## config.mk

```make
export PLATFORM = sky130hd
export DESIGN_NAME = bk_sub_pipe
export DESIGN_NICKNAME = d
export VERILOG_FILES = /design/src/rtl/bk_sub_pipe.sv
export SDC_FILE = /design/constraint.sdc
export NUM_CORES = 1
export LEC_CHECK = 0
export ABC_AREA = 1
export BUFFER_PORTS_ARGS = -buffer_cell sky130_fd_sc_hd__buf_2
export CAP_MARGIN = 0
export CELL_PAD_IN_SITES_DETAIL_PLACEMENT = 1
export CELL_PAD_IN_SITES_GLOBAL_PLACEMENT = 1
export CORE_UTILIZATION = 44
export CTS_BUF_LIST = sky130_fd_sc_hd__clkbuf_2 sky130_fd_sc_hd__clkbuf_4 sky130_fd_sc_hd__clkbuf_8
export DETAILED_ROUTE_END_ITERATION = 6
export PLACE_DENSITY_LB_ADDON = 0.1
export SYNTH_ARGS = -nofsm -noshare
export SYNTH_HDL_FRONTEND = slang
export SYNTH_SLANG_ARGS = --single-unit
```

## constraint.sdc

```tcl
create_clock -name clk -period 3.2 [get_ports clk]
set_clock_uncertainty 0.2 [all_clocks]
set_input_delay 0.32 -clock clk [delete_from_list [all_inputs] [get_ports clk]]
set_output_delay 0.32 -clock clk [all_outputs]
set_load 0.03 [all_outputs]
```

## src/rtl/bk_sub_pipe.sv

```systemverilog
// bk_sub_pipe: two-stage pipelined operand-recovery subtractor.
// Given an adder result and one operand b, it recovers a = sum - b with a
// Brent-Kung borrow-prefix network. The up-sweep is built in stage 1 and
// the down-sweep in stage 2. Results are emitted in the adder's interleaved
// operand format so they can be fed straight back into the adder.
module bk_sub_pipe #(
  parameter int W = 12
) (
  input  logic           clk,
  input  logic           rst,
  input  logic           in_valid,
  output logic           in_ready,
  input  logic [W:0]     in_sum,
  input  logic [W-1:0]   in_b,
  output logic           out_valid,
  input  logic           out_ready,
  output logic [2*W-1:0] out_pair,
  output logic           out_err
);

  localparam int N2 = W / 2;
  localparam int N4 = W / 4;
  localparam int N8 = W / 8;

  // Stage valid bits
  logic s1_valid_q, s1_valid_d;
  logic s2_valid_q, s2_valid_d;

  // Stage 1 data: per-bit propagate/generate, the sum carry-out, operand b
  // and the up-sweep group terms.
  logic [W-1:0]  s1_p_q, s1_p_d;
  logic [W-1:0]  s1_g_q, s1_g_d;
  logic          s1_top_q, s1_top_d;
  logic [W-1:0]  s1_b_q, s1_b_d;
  logic [N2-1:0] s1_g2_q, s1_g2_d, s1_p2_q, s1_p2_d;
  logic [N4-1:0] s1_g4_q, s1_g4_d, s1_p4_q, s1_p4_d;
  logic [N8-1:0] s1_g8_q, s1_g8_d, s1_p8_q, s1_p8_d;

  // Stage 2 (output) data
  logic [2*W-1:0] out_pair_q, out_pair_d;
  logic           out_err_q, out_err_d;

  // Combinational intermediates
  logic           s1_load, s2_load;
  logic [W-1:0]   p_in, g_in;
  logic [N2-1:0]  g2_in, p2_in;
  logic [N4-1:0]  g4_in, p4_in;
  logic [N8-1:0]  g8_in, p8_in;
  logic [W:0]     borrow;
  logic [W-1:0]   diff;
  logic           diff_top, borrow_out;
  logic           unused_group_terms;

  // Handshake: S2 advances when it is empty or being drained. S1 can take
  // new input whenever it is empty or is passing its contents on to S2.
  always_comb begin
    s2_load  = s1_valid_q & (~s2_valid_q | out_ready);
    in_ready = ~rst & (~s1_valid_q | s2_load);
    s1_load  = in_valid & in_ready;
  end

  // Up-sweep: bit-level borrow propagate/generate, then spans of 2, 4 and 8
  always_comb begin
    p_in  = in_sum[W-1:0] ^ ~in_b;
    g_in  = ~in_sum[W-1:0] & in_b;
    g2_in = '0;
    p2_in = '0;
    g4_in = '0;
    p4_in = '0;
    g8_in = '0;
    p8_in = '0;
    for (int j = 0; j < N2; j++) begin
      g2_in[j] = g_in[2*j+1] | (p_in[2*j+1] & g_in[2*j]);
      p2_in[j] = p_in[2*j+1] & p_in[2*j];
    end
    for (int j = 0; j < N4; j++) begin
      g4_in[j] = g2_in[2*j+1] | (p2_in[2*j+1] & g2_in[2*j]);
      p4_in[j] = p2_in[2*j+1] & p2_in[2*j];
    end
    for (int j = 0; j < N8; j++) begin
      g8_in[j] = g4_in[2*j+1] | (p4_in[2*j+1] & g4_in[2*j]);
      p8_in[j] = p4_in[2*j+1] & p4_in[2*j];
    end
  end

  // Down-sweep: borrow into bit k from the widest aligned group ending at k-1
  always_comb begin
    borrow    = '0;
    borrow[0] = 1'b0;
    for (int k = 1; k <= W; k++) begin
      if ((k % 8) == 0) begin
        borrow[k] = s1_g8_q[k/8-1] | (s1_p8_q[k/8-1] & borrow[k-8]);
      end else if ((k % 4) == 0) begin
        borrow[k] = s1_g4_q[k/4-1] | (s1_p4_q[k/4-1] & borrow[k-4]);
      end else if ((k % 2) == 0) begin
        borrow[k] = s1_g2_q[k/2-1] | (s1_p2_q[k/2-1] & borrow[k-2]);
      end else begin
        borrow[k] = s1_g_q[k-1] | (s1_p_q[k-1] & borrow[k-1]);
      end
    end
    diff       = ~s1_p_q ^ borrow[W-1:0];
    diff_top   = s1_top_q ^ borrow[W];
    borrow_out = ~s1_top_q & borrow[W];
  end

  // Some group terms are never consulted by the down-sweep at this width;
  // they are kept for a uniform up-sweep and folded here as intentionally unused.
  always_comb begin
    unused_group_terms = ^{s1_g_q, s1_g2_q, s1_p2_q, s1_g4_q, s1_p4_q, s1_g8_q, s1_p8_q};
  end

  // Next-state: valid bits follow the handshake, data moves only on load
  always_comb begin
    s1_valid_d = s1_valid_q;
    if (s1_load) begin
      s1_valid_d = 1'b1;
    end else if (s2_load) begin
      s1_valid_d = 1'b0;
    end

    s2_valid_d = s2_valid_q;
    if (s2_load) begin
      s2_valid_d = 1'b1;
    end else if (out_ready) begin
      s2_valid_d = 1'b0;
    end

    s1_p_d   = s1_p_q;
    s1_g_d   = s1_g_q;
    s1_top_d = s1_top_q;
    s1_b_d   = s1_b_q;
    s1_g2_d  = s1_g2_q;
    s1_p2_d  = s1_p2_q;
    s1_g4_d  = s1_g4_q;
    s1_p4_d  = s1_p4_q;
    s1_g8_d  = s1_g8_q;
    s1_p8_d  = s1_p8_q;
    if (s1_load) begin
      s1_p_d   = p_in;
      s1_g_d   = g_in;
      s1_top_d = in_sum[W];
      s1_b_d   = in_b;
      s1_g2_d  = g2_in;
      s1_p2_d  = p2_in;
      s1_g4_d  = g4_in;
      s1_p4_d  = p4_in;
      s1_g8_d  = g8_in;
      s1_p8_d  = p8_in;
    end

    out_pair_d = out_pair_q;
    out_err_d  = out_err_q;
    if (s2_load) begin
      for (int i = 0; i < W; i++) begin
        out_pair_d[2*i]   = diff[i];
        out_pair_d[2*i+1] = s1_b_q[i];
      end
      out_err_d = borrow_out | diff_top;
    end
  end

  // State registers with synchronous reset discarding everything in flight
  always_ff @(posedge clk) begin
    if (rst) begin
      s1_valid_q <= 1'b0;
      s2_valid_q <= 1'b0;
      s1_p_q     <= '0;
      s1_g_q     <= '0;
      s1_top_q   <= 1'b0;
      s1_b_q     <= '0;
      s1_g2_q    <= '0;
      s1_p2_q    <= '0;
      s1_g4_q    <= '0;
      s1_p4_q    <= '0;
      s1_g8_q    <= '0;
      s1_p8_q    <= '0;
      out_pair_q <= '0;
      out_err_q  <= 1'b0;
    end else begin
      s1_valid_q <= s1_valid_d;
      s2_valid_q <= s2_valid_d;
      s1_p_q     <= s1_p_d;
      s1_g_q     <= s1_g_d;
      s1_top_q   <= s1_top_d;
      s1_b_q     <= s1_b_d;
      s1_g2_q    <= s1_g2_d;
      s1_p2_q    <= s1_p2_d;
      s1_g4_q    <= s1_g4_d;
      s1_p4_q    <= s1_p4_d;
      s1_g8_q    <= s1_g8_d;
      s1_p8_q    <= s1_p8_d;
      out_pair_q <= out_pair_d;
      out_err_q  <= out_err_d;
    end
  end

  assign out_valid = s2_valid_q;
  assign out_pair  = out_pair_q;
  assign out_err   = out_err_q;

endmodule

```

==> reports/results.tsv <==
metric	value	unit
Max stage delay on crit path	0.68	ns
# H-tree levels	3	
# setup viols final	0	
clock-pin slew on the worst setup and hold paths	0.07	ns
WHS	0.0108	ns
die area	6670	sq um
fill cell count	788	
Via density	5.01	
Chip Height	81.7	um
area of the multi-input gates	1230	sq um
Peak supply drop	361	uV
Fmax	0.441	GHz
io pins	56	
postcts setup bufs	0	
Synthesis Warnings	0	
drt first pass iters	4	
CTS root buffer	clkbuf_8	
design area	3280	sq um
fin crit period	2.27	ns
crit-path most repeated cell	nand3_1	
first-pass GRT wire length	11.4	mm
Avg WL per Cell	14.5	um
routed vias	2448	
Starting Density	46.4	%
CTS tree	yes	
ant diodes	0	
status	finished clean	
Design Power	1.88	mW
# DRC	0	
chip width	81.7	um
fin crit share	70.8	%
Slew HR	56.1	%
final WL	7.10	mm
Core Region	6030	sq um
Seq/Total Area, Yosys	48.0	%
Final nets	455	
hpwl dp	4.98	mm
PwrDens	574	nW/um^2
crit path max-delay cell type	inv_2	
Worst-Skew Late Latency	0.34	ns
Reg area	1340	sq um
# clock sinks	67	
DP Area	3060	sq um
critical path class	reg2reg	
worst slew pin tran	0.658	ns
Syn Nets	405	
Leak	1.69	nW
cts repair resizes	0	
synthesized area per cell	7.78	sq um
Min-Delay Path Class	in2reg	
vias in the first global route	2358	
hold buffers post-CTS	2	
Worst EP arrival	2.31	ns
Worst R2R Setup Slack	0.93	ns
initial antenna violation count	0	
Synth Instances	359	
IO Port Bufs	55	
crit-path cells	nand3_1 > nand3_4 > inv_2 > nand3_1 > nand2_1 > inv_1	
Final Hold Viols	0	
Distinct cells, synth	19	
Area growth syn-to-layout	17.4	%
total CTS buffers	9	
1st-iter DRT viols	53	
register bit total from synthesis	67	
RSZ-0062 raised after global routing	no	
share of layout cells above drive strength 1	18.6	%
crit path max fanout	42	
Final Slew Violations	0	
CTS max path bufs	2	
Tot GR Track Use	23.3	%
post-route setup TNS	0	ns
largest net degree at the start of global routing	60	
row cnt	28	
Post-Syn Area	2790	sq um
gr ovfl total	0	
RePlAce Congestion	0.801	
Critical Path End Type	flip-flop	
Setup crit start kind	flip-flop	
Max Cap Viol	0	
WP data required	3.24	ns
DRT antenna net count	0	
-- final timing paths --
| path | cells past startpoint | to | start |
|---|---|---|---|
| setup / recovery | 6 | s1_g8_q$_SDFFE_PP0P_ | out_valid$_SDFFE_PP0P_ |
| hold / removal | 3 | s1_b_q[11]$_SDFFE_PP0P_ | in_b[11] |
| setup reg to reg | 6 | s1_g8_q$_SDFFE_PP0P_ | out_valid$_SDFFE_PP0P_ |
| hold reg to reg | 1 | out_pair[0]$_SDFFE_PP0P_ | s1_p_q[0]$_SDFFE_PP0P_ |
-- cells by family (layout without fill, tap and decap cells) --
| group | after synthesis | count (layout) | share of synthesized area [%] |
|---|---|---|---|
| XOR/XNOR | 7 | 7 | 2.19 |
| buffers and inverters | 47 | 102 | 8.02 |
| adder cells (fa/ha/maj) | 17 | 17 | 7.61 |
| AND/OR/NAND/NOR | 167 | 167 | 24.5 |
| flip-flops | 67 | 67 | 48.0 |
| AO/OA/AOI/OAI | 54 | 54 | 9.67 |
-- sequential cells by signal, indices dropped and copies added, names as in the netlist, 2 cells and up --
name and count:
s1_g2_q 3, s1_p2_q 2, out_pair 24, s1_p_q 12
s1_g_q 6, s1_g4_q 2, s1_b_q 12
-- placed cells by master, fill, tap and decap left out, types with 2 or more instances in the layout --
cell type | Yosys | final
ha_1 | 17 | 17
xnor2_1 | 5 | 5
clkbuf_4 | 0 | 2
nand2_1 | 101 | 101
o21ai_0 | 26 | 26
dlygate4sd3_1 | 0 | 2
buf_2 | 9 | 55
nor2_1 | 31 | 31
nand3_1 | 33 | 33
inv_1 | 25 | 25
clkbuf_8 | 0 | 10
clkinvlp_4 | 0 | 2
xor2_1 | 2 | 2
buf_4 | 3 | 2
dfxtp_1 | 67 | 67
a21oi_1 | 28 | 28
-- per-layer routing --
| layer | routed length, um | share of wire [%] | GRT usage, % | vias up |
|---|---|---|---|---|
| li1 | - | - | - | 1248 |
| met1 | 3440 | 48 | 29.1 | 1143 |
| met2 | 3260 | 46 | 38.6 | 45 |
| met3 | 231 | 3.3 | 4.44 | 12 |
| met4 | 165 | 2.3 | 11.2 | 0 |
| met5 | 0 | 0 | 0 | - |
-- final cells by class --
| type | instances | share of cell area, % |
|---|---|---|
| clock inverters | 4 | 1.53 |
| flip-flops and latches | 67 | 40.9 |
| inverters | 27 | 3.17 |
| repair buffers | 59 | 9.46 |
| multi-input cells | 245 | 37.5 |
| clock buffers | 12 | 4.65 |
| well taps | 75 | 2.86 |
-- where the power goes --
group          switching (mW)  leakage (nW)  internal (mW)
sequential             0.0303         0.550          0.887
clock                   0.321        0.0994          0.397
combinational           0.162          1.04         0.0865
total                   0.513          1.69           1.37
-- through the flow --
| step | util [%] | instances | setup slack [ns] |
|---|---|---|---|
| 2_1_floorplan | - | 359 | 1.57 |
| 3_3_place_gp | 50.7 | 471 | 0.980 |
| 3_5_place_dp | 50.7 | 471 | 0.889 |
| 4_1_cts | 54.4 | 489 | 0.933 |
| 5_1_grt | 54.4 | 489 | 0.764 |
| 6_report | 54.4 | 489 | 0.933 |
-- cells in the mapped netlist --
master    count  area (sq um)
a21oi_1      28           140
buf_1         1          3.75
buf_2         9          45.0
buf_4         3          22.5
buf_6         3          33.8
clkbuf_1      4          15.0
dfxtp_1      67          1340
ha_1         17           213
inv_1        25          93.8
inv_2         1          3.75
inv_4         1          6.26
nand2_1     101           379
nand2_2       1          6.26
nand3_1      33           165
nand3_4       1          17.5
nor2_1       31           116
o21ai_0      26           130
xnor2_1       5          43.8
xor2_1        2          17.5
-- critical path: cells and delay by family, from the launching register on --
family                 cells  cell delay, ns
AND/OR/NAND/NOR            4            0.90
flip-flops                 1            0.33
buffers and inverters      2            0.72
Note: power is estimated with default switching activity, not from simulation.
